--- src/rtl/ysyx_23060180_lsu_pkg.sv ---
// Shared types and constants for the ysyx_23060180 load/store unit.
package ysyx_23060180_lsu_pkg;

    localparam int unsigned XLEN    = 32;
    localparam int unsigned RD_W    = 5;
    localparam int unsigned FUNC3_W = 3;
    localparam int unsigned MASK_W  = 4;
    localparam int unsigned CNT_W   = 8;

    localparam int unsigned DEFAULT_TIMEOUT = 255;

    localparam logic [FUNC3_W-1:0] F3_B  = 3'b000;
    localparam logic [FUNC3_W-1:0] F3_H  = 3'b001;
    localparam logic [FUNC3_W-1:0] F3_W  = 3'b010;
    localparam logic [FUNC3_W-1:0] F3_BU = 3'b100;
    localparam logic [FUNC3_W-1:0] F3_HU = 3'b101;

    typedef enum logic [1:0] {
        ST_IDLE,
        ST_REQ,
        ST_WAIT,
        ST_RESP
    } lsu_state_t;

    // Request fields that must survive past the acceptance cycle.
    typedef struct packed {
        logic               we;
        logic [FUNC3_W-1:0] func3;
        logic [1:0]         addr_lo;
        logic [RD_W-1:0]    rd;
    } lsu_lat_t;

endpackage

--- src/rtl/ysyx_23060180_lsu_if.sv ---
// Execute-stage request/writeback interface and data-memory bus interface.
interface ysyx_23060180_lsu_req_if;
    import ysyx_23060180_lsu_pkg::*;

    logic               req_valid;
    logic               req_ready;
    logic               req_we;
    logic [FUNC3_W-1:0] req_func3;
    logic [XLEN-1:0]    req_addr;
    logic [XLEN-1:0]    req_wdata;
    logic [RD_W-1:0]    req_rd;
    logic               wb_valid;
    logic [RD_W-1:0]    wb_rd;
    logic [XLEN-1:0]    wb_data;
    logic               wb_err;

    modport master (
        output req_valid, req_we, req_func3, req_addr, req_wdata, req_rd,
        input  req_ready, wb_valid, wb_rd, wb_data, wb_err
    );
    modport slave (
        input  req_valid, req_we, req_func3, req_addr, req_wdata, req_rd,
        output req_ready, wb_valid, wb_rd, wb_data, wb_err
    );
endinterface

interface ysyx_23060180_lsu_mem_if;
    import ysyx_23060180_lsu_pkg::*;

    logic              mem_valid;
    logic              mem_ready;
    logic              mem_we;
    logic [XLEN-1:0]   mem_addr;
    logic [XLEN-1:0]   mem_wdata;
    logic [MASK_W-1:0] mem_wmask;
    logic              mem_rvalid;
    logic [XLEN-1:0]   mem_rdata;

    modport master (
        output mem_valid, mem_we, mem_addr, mem_wdata, mem_wmask,
        input  mem_ready, mem_rvalid, mem_rdata
    );
    modport slave (
        input  mem_valid, mem_we, mem_addr, mem_wdata, mem_wmask,
        output mem_ready, mem_rvalid, mem_rdata
    );
endinterface

--- src/rtl/ysyx_23060180_lsu_align.sv ---
// Byte-lane steering for stores, extract/extend for loads, and legality check.
module ysyx_23060180_lsu_align
    import ysyx_23060180_lsu_pkg::*;
(
    input  logic               we,
    input  logic [FUNC3_W-1:0] func3,
    input  logic [1:0]         addr_lo,
    input  logic [XLEN-1:0]    wdata,
    input  logic [XLEN-1:0]    rdata,
    output logic [XLEN-1:0]    st_wdata_c,
    output logic [MASK_W-1:0]  st_wmask_c,
    output logic [XLEN-1:0]    ld_data_c,
    output logic               bad_c
);

    logic [XLEN-1:0] shifted;

    always_comb begin
        st_wdata_c = '0;
        st_wmask_c = '0;
        if (we) begin
            case (func3)
                F3_B: begin
                    st_wdata_c = {4{wdata[7:0]}};
                    st_wmask_c = 4'b0001 << addr_lo;
                end
                F3_H: begin
                    st_wdata_c = {2{wdata[15:0]}};
                    st_wmask_c = 4'b0011 << addr_lo;
                end
                F3_W: begin
                    st_wdata_c = wdata;
                    st_wmask_c = 4'b1111;
                end
                default: ;
            endcase
        end
    end

    // Bring the addressed byte/halfword down to bit 0 before extending.
    assign shifted = rdata >> {addr_lo, 3'b000};

    always_comb begin
        case (func3)
            F3_B:    ld_data_c = {{24{shifted[7]}}, shifted[7:0]};
            F3_H:    ld_data_c = {{16{shifted[15]}}, shifted[15:0]};
            F3_W:    ld_data_c = rdata;
            F3_BU:   ld_data_c = {24'h0, shifted[7:0]};
            F3_HU:   ld_data_c = {16'h0, shifted[15:0]};
            default: ld_data_c = '0;
        endcase
    end

    // Unsigned variants exist only for loads; everything else is illegal.
    always_comb begin
        case (func3)
            F3_B:    bad_c = 1'b0;
            F3_H:    bad_c = addr_lo[0];
            F3_W:    bad_c = (addr_lo != 2'b00);
            F3_BU:   bad_c = we;
            F3_HU:   bad_c = we | addr_lo[0];
            default: bad_c = 1'b1;
        endcase
    end

endmodule

--- src/rtl/ysyx_23060180_lsu.sv ---
// Memory-stage load/store unit: one word-aligned bus access per request, one-cycle writeback pulse.
module ysyx_23060180_lsu
    import ysyx_23060180_lsu_pkg::*;
#(
    parameter int unsigned TIMEOUT = DEFAULT_TIMEOUT
) (
    input  logic                        clk,
    input  logic                        rst,
    ysyx_23060180_lsu_req_if.slave      req,
    ysyx_23060180_lsu_mem_if.master     mem
);

    lsu_state_t        state_q, state_d;
    logic [CNT_W-1:0]  cnt_q, cnt_d;
    lsu_lat_t          lat_q, lat_d;
    logic              mem_we_q, mem_we_d;
    logic [XLEN-1:0]   mem_addr_q, mem_addr_d;
    logic [XLEN-1:0]   mem_wdata_q, mem_wdata_d;
    logic [MASK_W-1:0] mem_wmask_q, mem_wmask_d;
    logic              wb_err_q, wb_err_d;
    logic [RD_W-1:0]   wb_rd_q, wb_rd_d;
    logic [XLEN-1:0]   wb_data_q, wb_data_d;

    logic               al_we;
    logic [FUNC3_W-1:0] al_func3;
    logic [1:0]         al_addr_lo;
    logic [XLEN-1:0]    st_wdata, ld_data;
    logic [MASK_W-1:0]  st_wmask;
    logic               bad;

    // One align unit: fed by the live request in IDLE, by the latched one afterwards.
    assign al_we      = (state_q == ST_IDLE) ? req.req_we          : lat_q.we;
    assign al_func3   = (state_q == ST_IDLE) ? req.req_func3       : lat_q.func3;
    assign al_addr_lo = (state_q == ST_IDLE) ? req.req_addr[1:0]   : lat_q.addr_lo;

    ysyx_23060180_lsu_align u_align (
        .we         (al_we),
        .func3      (al_func3),
        .addr_lo    (al_addr_lo),
        .wdata      (req.req_wdata),
        .rdata      (mem.mem_rdata),
        .st_wdata_c (st_wdata),
        .st_wmask_c (st_wmask),
        .ld_data_c  (ld_data),
        .bad_c      (bad)
    );

    always_comb begin
        state_d     = state_q;
        cnt_d       = cnt_q;
        lat_d       = lat_q;
        mem_we_d    = mem_we_q;
        mem_addr_d  = mem_addr_q;
        mem_wdata_d = mem_wdata_q;
        mem_wmask_d = mem_wmask_q;
        wb_err_d    = 1'b0;
        wb_rd_d     = '0;
        wb_data_d   = '0;

        case (state_q)
            ST_IDLE: begin
                if (req.req_valid) begin
                    lat_d.we      = req.req_we;
                    lat_d.func3   = req.req_func3;
                    lat_d.addr_lo = req.req_addr[1:0];
                    lat_d.rd      = req.req_rd;
                    if (bad) begin
                        state_d  = ST_RESP;
                        wb_err_d = 1'b1;
                    end else begin
                        state_d     = ST_REQ;
                        mem_we_d    = req.req_we;
                        mem_addr_d  = {req.req_addr[XLEN-1:2], 2'b00};
                        mem_wdata_d = st_wdata;
                        mem_wmask_d = st_wmask;
                    end
                end
            end
            ST_REQ: begin
                if (mem.mem_ready) begin
                    if (lat_q.we) begin
                        state_d = ST_RESP;
                    end else begin
                        state_d = ST_WAIT;
                        cnt_d   = '0;
                    end
                end
            end
            ST_WAIT: begin
                cnt_d = cnt_q + CNT_W'(1);
                // Data arriving on the timeout cycle still counts as a hit.
                if (mem.mem_rvalid) begin
                    state_d   = ST_RESP;
                    wb_rd_d   = lat_q.rd;
                    wb_data_d = ld_data;
                end else if (cnt_q == CNT_W'(TIMEOUT)) begin
                    state_d  = ST_RESP;
                    wb_err_d = 1'b1;
                end
            end
            ST_RESP: state_d = ST_IDLE;
            default: state_d = ST_IDLE;
        endcase
    end

    always_ff @(posedge clk) begin
        if (rst) begin
            state_q     <= ST_IDLE;
            cnt_q       <= '0;
            lat_q       <= '0;
            mem_we_q    <= 1'b0;
            mem_addr_q  <= '0;
            mem_wdata_q <= '0;
            mem_wmask_q <= '0;
            wb_err_q    <= 1'b0;
            wb_rd_q     <= '0;
            wb_data_q   <= '0;
        end else begin
            state_q     <= state_d;
            cnt_q       <= cnt_d;
            lat_q       <= lat_d;
            mem_we_q    <= mem_we_d;
            mem_addr_q  <= mem_addr_d;
            mem_wdata_q <= mem_wdata_d;
            mem_wmask_q <= mem_wmask_d;
            wb_err_q    <= wb_err_d;
            wb_rd_q     <= wb_rd_d;
            wb_data_q   <= wb_data_d;
        end
    end

    assign req.req_ready = (state_q == ST_IDLE);
    assign req.wb_valid  = (state_q == ST_RESP);
    assign req.wb_err    = wb_err_q;
    assign req.wb_rd     = wb_rd_q;
    assign req.wb_data   = wb_data_q;
    assign mem.mem_valid = (state_q == ST_REQ);
    assign mem.mem_we    = mem_we_q;
    assign mem.mem_addr  = mem_addr_q;
    assign mem.mem_wdata = mem_wdata_q;
    assign mem.mem_wmask = mem_wmask_q;

endmodule

--- src/flat_wrapper.sv ---
// flat-port wrapper written by rule: the top's interface ports become plain ports
module ysyx_23060180_lsu_flat import ysyx_23060180_lsu_pkg::*;
#(
    parameter int unsigned TIMEOUT = DEFAULT_TIMEOUT
)
  (clk, rst, req_req_valid, req_req_we, req_req_func3, req_req_addr, req_req_wdata, req_req_rd, req_req_ready, req_wb_valid, req_wb_rd, req_wb_data, req_wb_err, mem_mem_valid, mem_mem_we, mem_mem_addr, mem_mem_wdata, mem_mem_wmask, mem_mem_ready, mem_mem_rvalid, mem_mem_rdata);
  ysyx_23060180_lsu_req_if req_i ();
  ysyx_23060180_lsu_mem_if mem_i ();
  input  logic clk;
  input  logic rst;
  input wire logic [$bits(req_i.req_valid)-1:0] req_req_valid;
  input wire logic [$bits(req_i.req_we)-1:0] req_req_we;
  input wire logic [$bits(req_i.req_func3)-1:0] req_req_func3;
  input wire logic [$bits(req_i.req_addr)-1:0] req_req_addr;
  input wire logic [$bits(req_i.req_wdata)-1:0] req_req_wdata;
  input wire logic [$bits(req_i.req_rd)-1:0] req_req_rd;
  output wire logic [$bits(req_i.req_ready)-1:0] req_req_ready;
  output wire logic [$bits(req_i.wb_valid)-1:0] req_wb_valid;
  output wire logic [$bits(req_i.wb_rd)-1:0] req_wb_rd;
  output wire logic [$bits(req_i.wb_data)-1:0] req_wb_data;
  output wire logic [$bits(req_i.wb_err)-1:0] req_wb_err;
  output wire logic [$bits(mem_i.mem_valid)-1:0] mem_mem_valid;
  output wire logic [$bits(mem_i.mem_we)-1:0] mem_mem_we;
  output wire logic [$bits(mem_i.mem_addr)-1:0] mem_mem_addr;
  output wire logic [$bits(mem_i.mem_wdata)-1:0] mem_mem_wdata;
  output wire logic [$bits(mem_i.mem_wmask)-1:0] mem_mem_wmask;
  input wire logic [$bits(mem_i.mem_ready)-1:0] mem_mem_ready;
  input wire logic [$bits(mem_i.mem_rvalid)-1:0] mem_mem_rvalid;
  input wire logic [$bits(mem_i.mem_rdata)-1:0] mem_mem_rdata;
  assign req_i.req_valid = req_req_valid;
  assign req_i.req_we = req_req_we;
  assign req_i.req_func3 = req_req_func3;
  assign req_i.req_addr = req_req_addr;
  assign req_i.req_wdata = req_req_wdata;
  assign req_i.req_rd = req_req_rd;
  assign req_req_ready = req_i.req_ready;
  assign req_wb_valid = req_i.wb_valid;
  assign req_wb_rd = req_i.wb_rd;
  assign req_wb_data = req_i.wb_data;
  assign req_wb_err = req_i.wb_err;
  assign mem_mem_valid = mem_i.mem_valid;
  assign mem_mem_we = mem_i.mem_we;
  assign mem_mem_addr = mem_i.mem_addr;
  assign mem_mem_wdata = mem_i.mem_wdata;
  assign mem_mem_wmask = mem_i.mem_wmask;
  assign mem_i.mem_ready = mem_mem_ready;
  assign mem_i.mem_rvalid = mem_mem_rvalid;
  assign mem_i.mem_rdata = mem_mem_rdata;
  ysyx_23060180_lsu #(.TIMEOUT(TIMEOUT)) u_core (.clk(clk), .rst(rst), .req(req_i), .mem(mem_i));
endmodule
--- config.mk ---
export PLATFORM = sky130hd
export DESIGN_NAME = ysyx_23060180_lsu_flat
export DESIGN_NICKNAME = d
export VERILOG_FILES = /design/src/rtl/ysyx_23060180_lsu_pkg.sv /design/src/rtl/ysyx_23060180_lsu_if.sv /design/src/rtl/ysyx_23060180_lsu_align.sv /design/src/rtl/ysyx_23060180_lsu.sv /design/src/flat_wrapper.sv
export SDC_FILE = /design/constraint.sdc
export NUM_CORES = 1
export LEC_CHECK = 0
export BUFFER_PORTS_ARGS = -buffer_cell sky130_fd_sc_hd__buf_2
export CORE_MARGIN = 2
export CORE_UTILIZATION = 45
export CTS_CLUSTER_DIAMETER = 60
export DETAILED_ROUTE_END_ITERATION = 8
export GPL_ROUTABILITY_DRIVEN = 0
export GPL_TIMING_DRIVEN = 0
export PLACE_DENSITY = 0.76
export SYNTH_ARGS = -nofsm -noshare
export SYNTH_HDL_FRONTEND = slang
export SYNTH_SLANG_ARGS = --single-unit
--- constraint.sdc ---
create_clock -name clk -period 2.2 [get_ports clk]
set_input_delay 0.44 -clock clk [delete_from_list [all_inputs] [get_ports clk]]
set_output_delay 0.44 -clock clk [all_outputs]
set_load 0.02 [all_outputs]
==> metrics <==
maxcap violations=0; crit path time final=2.18 ns; clk slew on worst S/H paths=0.06 ns; final hold vios=0; FF+latch area=2530 um^2; Post-CTS Hold Buffers=0; Synth warnings=0; Post-Syn Area=6180 um^2; reg2reg setup slack=0.02 ns; footprint of the multi-input gates=3570 um^2; Worst Path Arrival=2.47 ns; GRT Total Usage=0.247; Worst R2R End=u_core.req.wb_data[13]$_SDFF_PP0_; critical path required time=2.49 ns; WL per Instance=17.1 um; die width=121 um; synth cell count leaders=126 x dfxtp_1, 86 x nand2b_1, 73 x mux2i_1; # DRC=0; IO buf count=213; Post-synth EDFFs=0; Yosys top cell area share=0.408; HP Start=req_req_rd[3]; first-pass GRT wire length=28100 um; core area=13300 um^2; register area share after synthesis=0.408; outcome=finished, final reports clean; io pins=220; post-synthesis register bit count=126; Worst Hold Depth=3; drt pass-1 iters=7; TritonCTS clock tree=built; main area contributors after synthesis=dfxtp_1 41%, mux2i_1 12%, nand2b_1 8.7%; clock skew=0.00682 ns; Synth Flop Type=dfxtp_1; WL final=19200 um; Hold Path Class=in2reg; Crit Path Class=reg2reg; fmax=458 MHz; RSZ-0062 raised after global routing=yes; ys async rst share=0; Leak Pwr=3.97 nW; number of global-route vias before repair=5576; pwr dens=1200 nW/um^2; worst reg-to-reg path cell count=8; Startpoint Class=flop; design area=8610 um^2; CP Max Fanout=6; clk_lat worst skew=0.42 ns; remaining global-route overflow=0; cell with the most instances after synthesis=dfxtp_1; Post-Syn Area per Cell=9.07 um^2; Die Span Y=121 um; FP Rows=42; area delta synth->final=39.5%; largest net degree at the start of global routing=17; Starting Density=0.463; placed cell area=7480 um^2; Root Driver=clkbuf_16; CP Capture Type=flop; share of cells above drive strength 1=0.367; Iter 0 DRT Violations=495; Yosys cell types=61; CTS Buffer Depth=2; via/cell ratio=5.32; Worst Max-Slew Pin Slew=0.618 ns; Yosys top cell by area=dfxtp_1; CTS sink count=126; Inserted Diodes=0; setup TNS=0 ns; DP HPWL=13500 um; Post-Syn Instances=681; relative slew slack=0.588; Final Setup Violations=0; max-slew violation count=0; die area=14700 um^2; H-tree depth=4; Hold Path End=u_core.lat_q[3]$_SDFFE_PP0P_; Worst VDD drop=0.000691 V; post-route clock period utilization=0.993; fin nets=1055; Filler cells=1108; Post-DRT Antenna Nets=0; hold_ws=0.257 ns; routed vias=5998; reg2reg start=u_core.state_q[0]$_SDFFE_PP0P_; CTS buffer count=17; initial antenna violation count=0
==> layout by cell type (no fill, tap or decap), types with 6 or more instances in the layout <==
cell type,Yosys,routed
nand2_1,56,56
o21ai_0,13,9
dfxtp_1,126,124
a21o_1,10,8
buf_2,9,217
a222oi_1,7,7
a21oi_1,55,54
mux2i_1,73,68
nor2b_1,18,18
a22oi_1,10,10
a2bb2oi_1,8,6
mux2_2,9,8
mux2_1,10,10
and2_1,7,7
clkbuf_16,0,19
nand2b_1,86,86
o31ai_1,7,7
a32oi_1,9,7
clkbuf_1,29,24
nor2_1,47,46
buf_4,7,31
buf_6,4,6
o21ai_1,3,6
==> logic make-up after synthesis <==
family | count (synthesis) | share of synthesized area
AOI/OAI and AO/OA | 144 | 0.156
xor gates and xnor gates | 7 | 0.00993
adders and majority gates | 6 | 0.0122
buffers and inverters | 60 | 0.0476
DFF | 126 | 0.408
muxes | 94 | 0.157
other | 1 | 0.000607
and+or+nand+nor | 243 | 0.208
==> state kept, by name (all words and copies together) (netlist names) <==
| register | count |
|---|---|
| u_core.req.wb_err | 1 |
| u_core.lat_q | 11 |
| u_core.req.wb_data | 32 |
| u_core.mem.mem_we | 1 |
| u_core.req.wb_rd | 5 |
| u_core.state_q | 2 |
| u_core.mem.mem_wmask | 4 |
| u_core.mem.mem_wdata | 32 |
| u_core.cnt_q | 8 |
| u_core.mem.mem_addr | 30 |
==> per-stage QoR <==
stage	setup WS, ns	power [W]	instances	util
floorplan	0.0183	0.00558	682	-
CTS	-0.00408	0.00980	1116	0.626
finish	0.0162	0.0103	1127	0.645
global route	-0.0524	0.0108	1127	0.645
detailed placement	-0.410	0.00655	1071	0.560
global placement	-0.405	0.00650	1071	0.560
==> metal layers <==
layer	GRT usage	up-vias	wire, um
met1	0.318	2771	8060
met4	0.106	0	501
met3	0.0578	47	1640
li1	-	2888	-
met5	0	-	0
met2	0.397	292	9020
==> area by class of cell <==
type                            count  share of cell area
Buffer                             44              0.0328
Sequential cell                   126               0.293
Timing Repair Buffer              246               0.164
Multi-Input combinational cell    496               0.415
Clock inverter                      5             0.00639
Tap cell                          176              0.0256
Clock buffer                       26              0.0591
Inverter                            8             0.00407
==> report_power, final <==
group / total, W / internal (W) / switching, W / leakage, nW
sequential: 0.00272 / 0.00257 / 0.000155 / 1.02
combinational: 0.00494 / 0.00230 / 0.00264 / 2.68
clock: 0.00265 / 0.00169 / 0.000963 / 0.272
==> what timing repair did <==
action / 4_1_cts / 5_1_grt
buffers inserted: 16 / 12
pin swaps: 6 / 6
endpoints found under the setup margin: 101 / 70
cloned: 2 / 3
gates resized for setup: 38 / 38
==> worst max path at each step <==
stage / startpoint / to / cells after the start
3_3_place_gp: u_core.state_q[0]$_SDFFE_PP0P_ / u_core.req.wb_data[31]$_SDFF_PP0_ / 8
2_1_floorplan: u_core.state_q[1]$_SDFFE_PP0P_ / u_core.req.wb_data[10]$_SDFF_PP0_ / 9
5_1_grt: u_core.state_q[0]$_SDFFE_PP0P_ / u_core.req.wb_data[13]$_SDFF_PP0_ / 8
4_1_cts: u_core.state_q[1]$_SDFFE_PP0P_ / u_core.req.wb_data[13]$_SDFF_PP0_ / 9
3_5_place_dp: u_core.state_q[0]$_SDFFE_PP0P_ / u_core.req.wb_data[31]$_SDFF_PP0_ / 8
6_report: u_core.state_q[0]$_SDFFE_PP0P_ / u_core.req.wb_data[13]$_SDFF_PP0_ / 8
==> critical path, cell delays in order (launching register included) <==
cell      delay [ns]
dfxtp_2         0.35
inv_4           0.05
ha_4            0.20
buf_16          0.15
nor3b_4         0.14
or4_4           0.55
buf_8           0.16
a222oi_1        0.32
o31ai_1         0.13
Note: power is estimated with default switching activity, not from simulation.
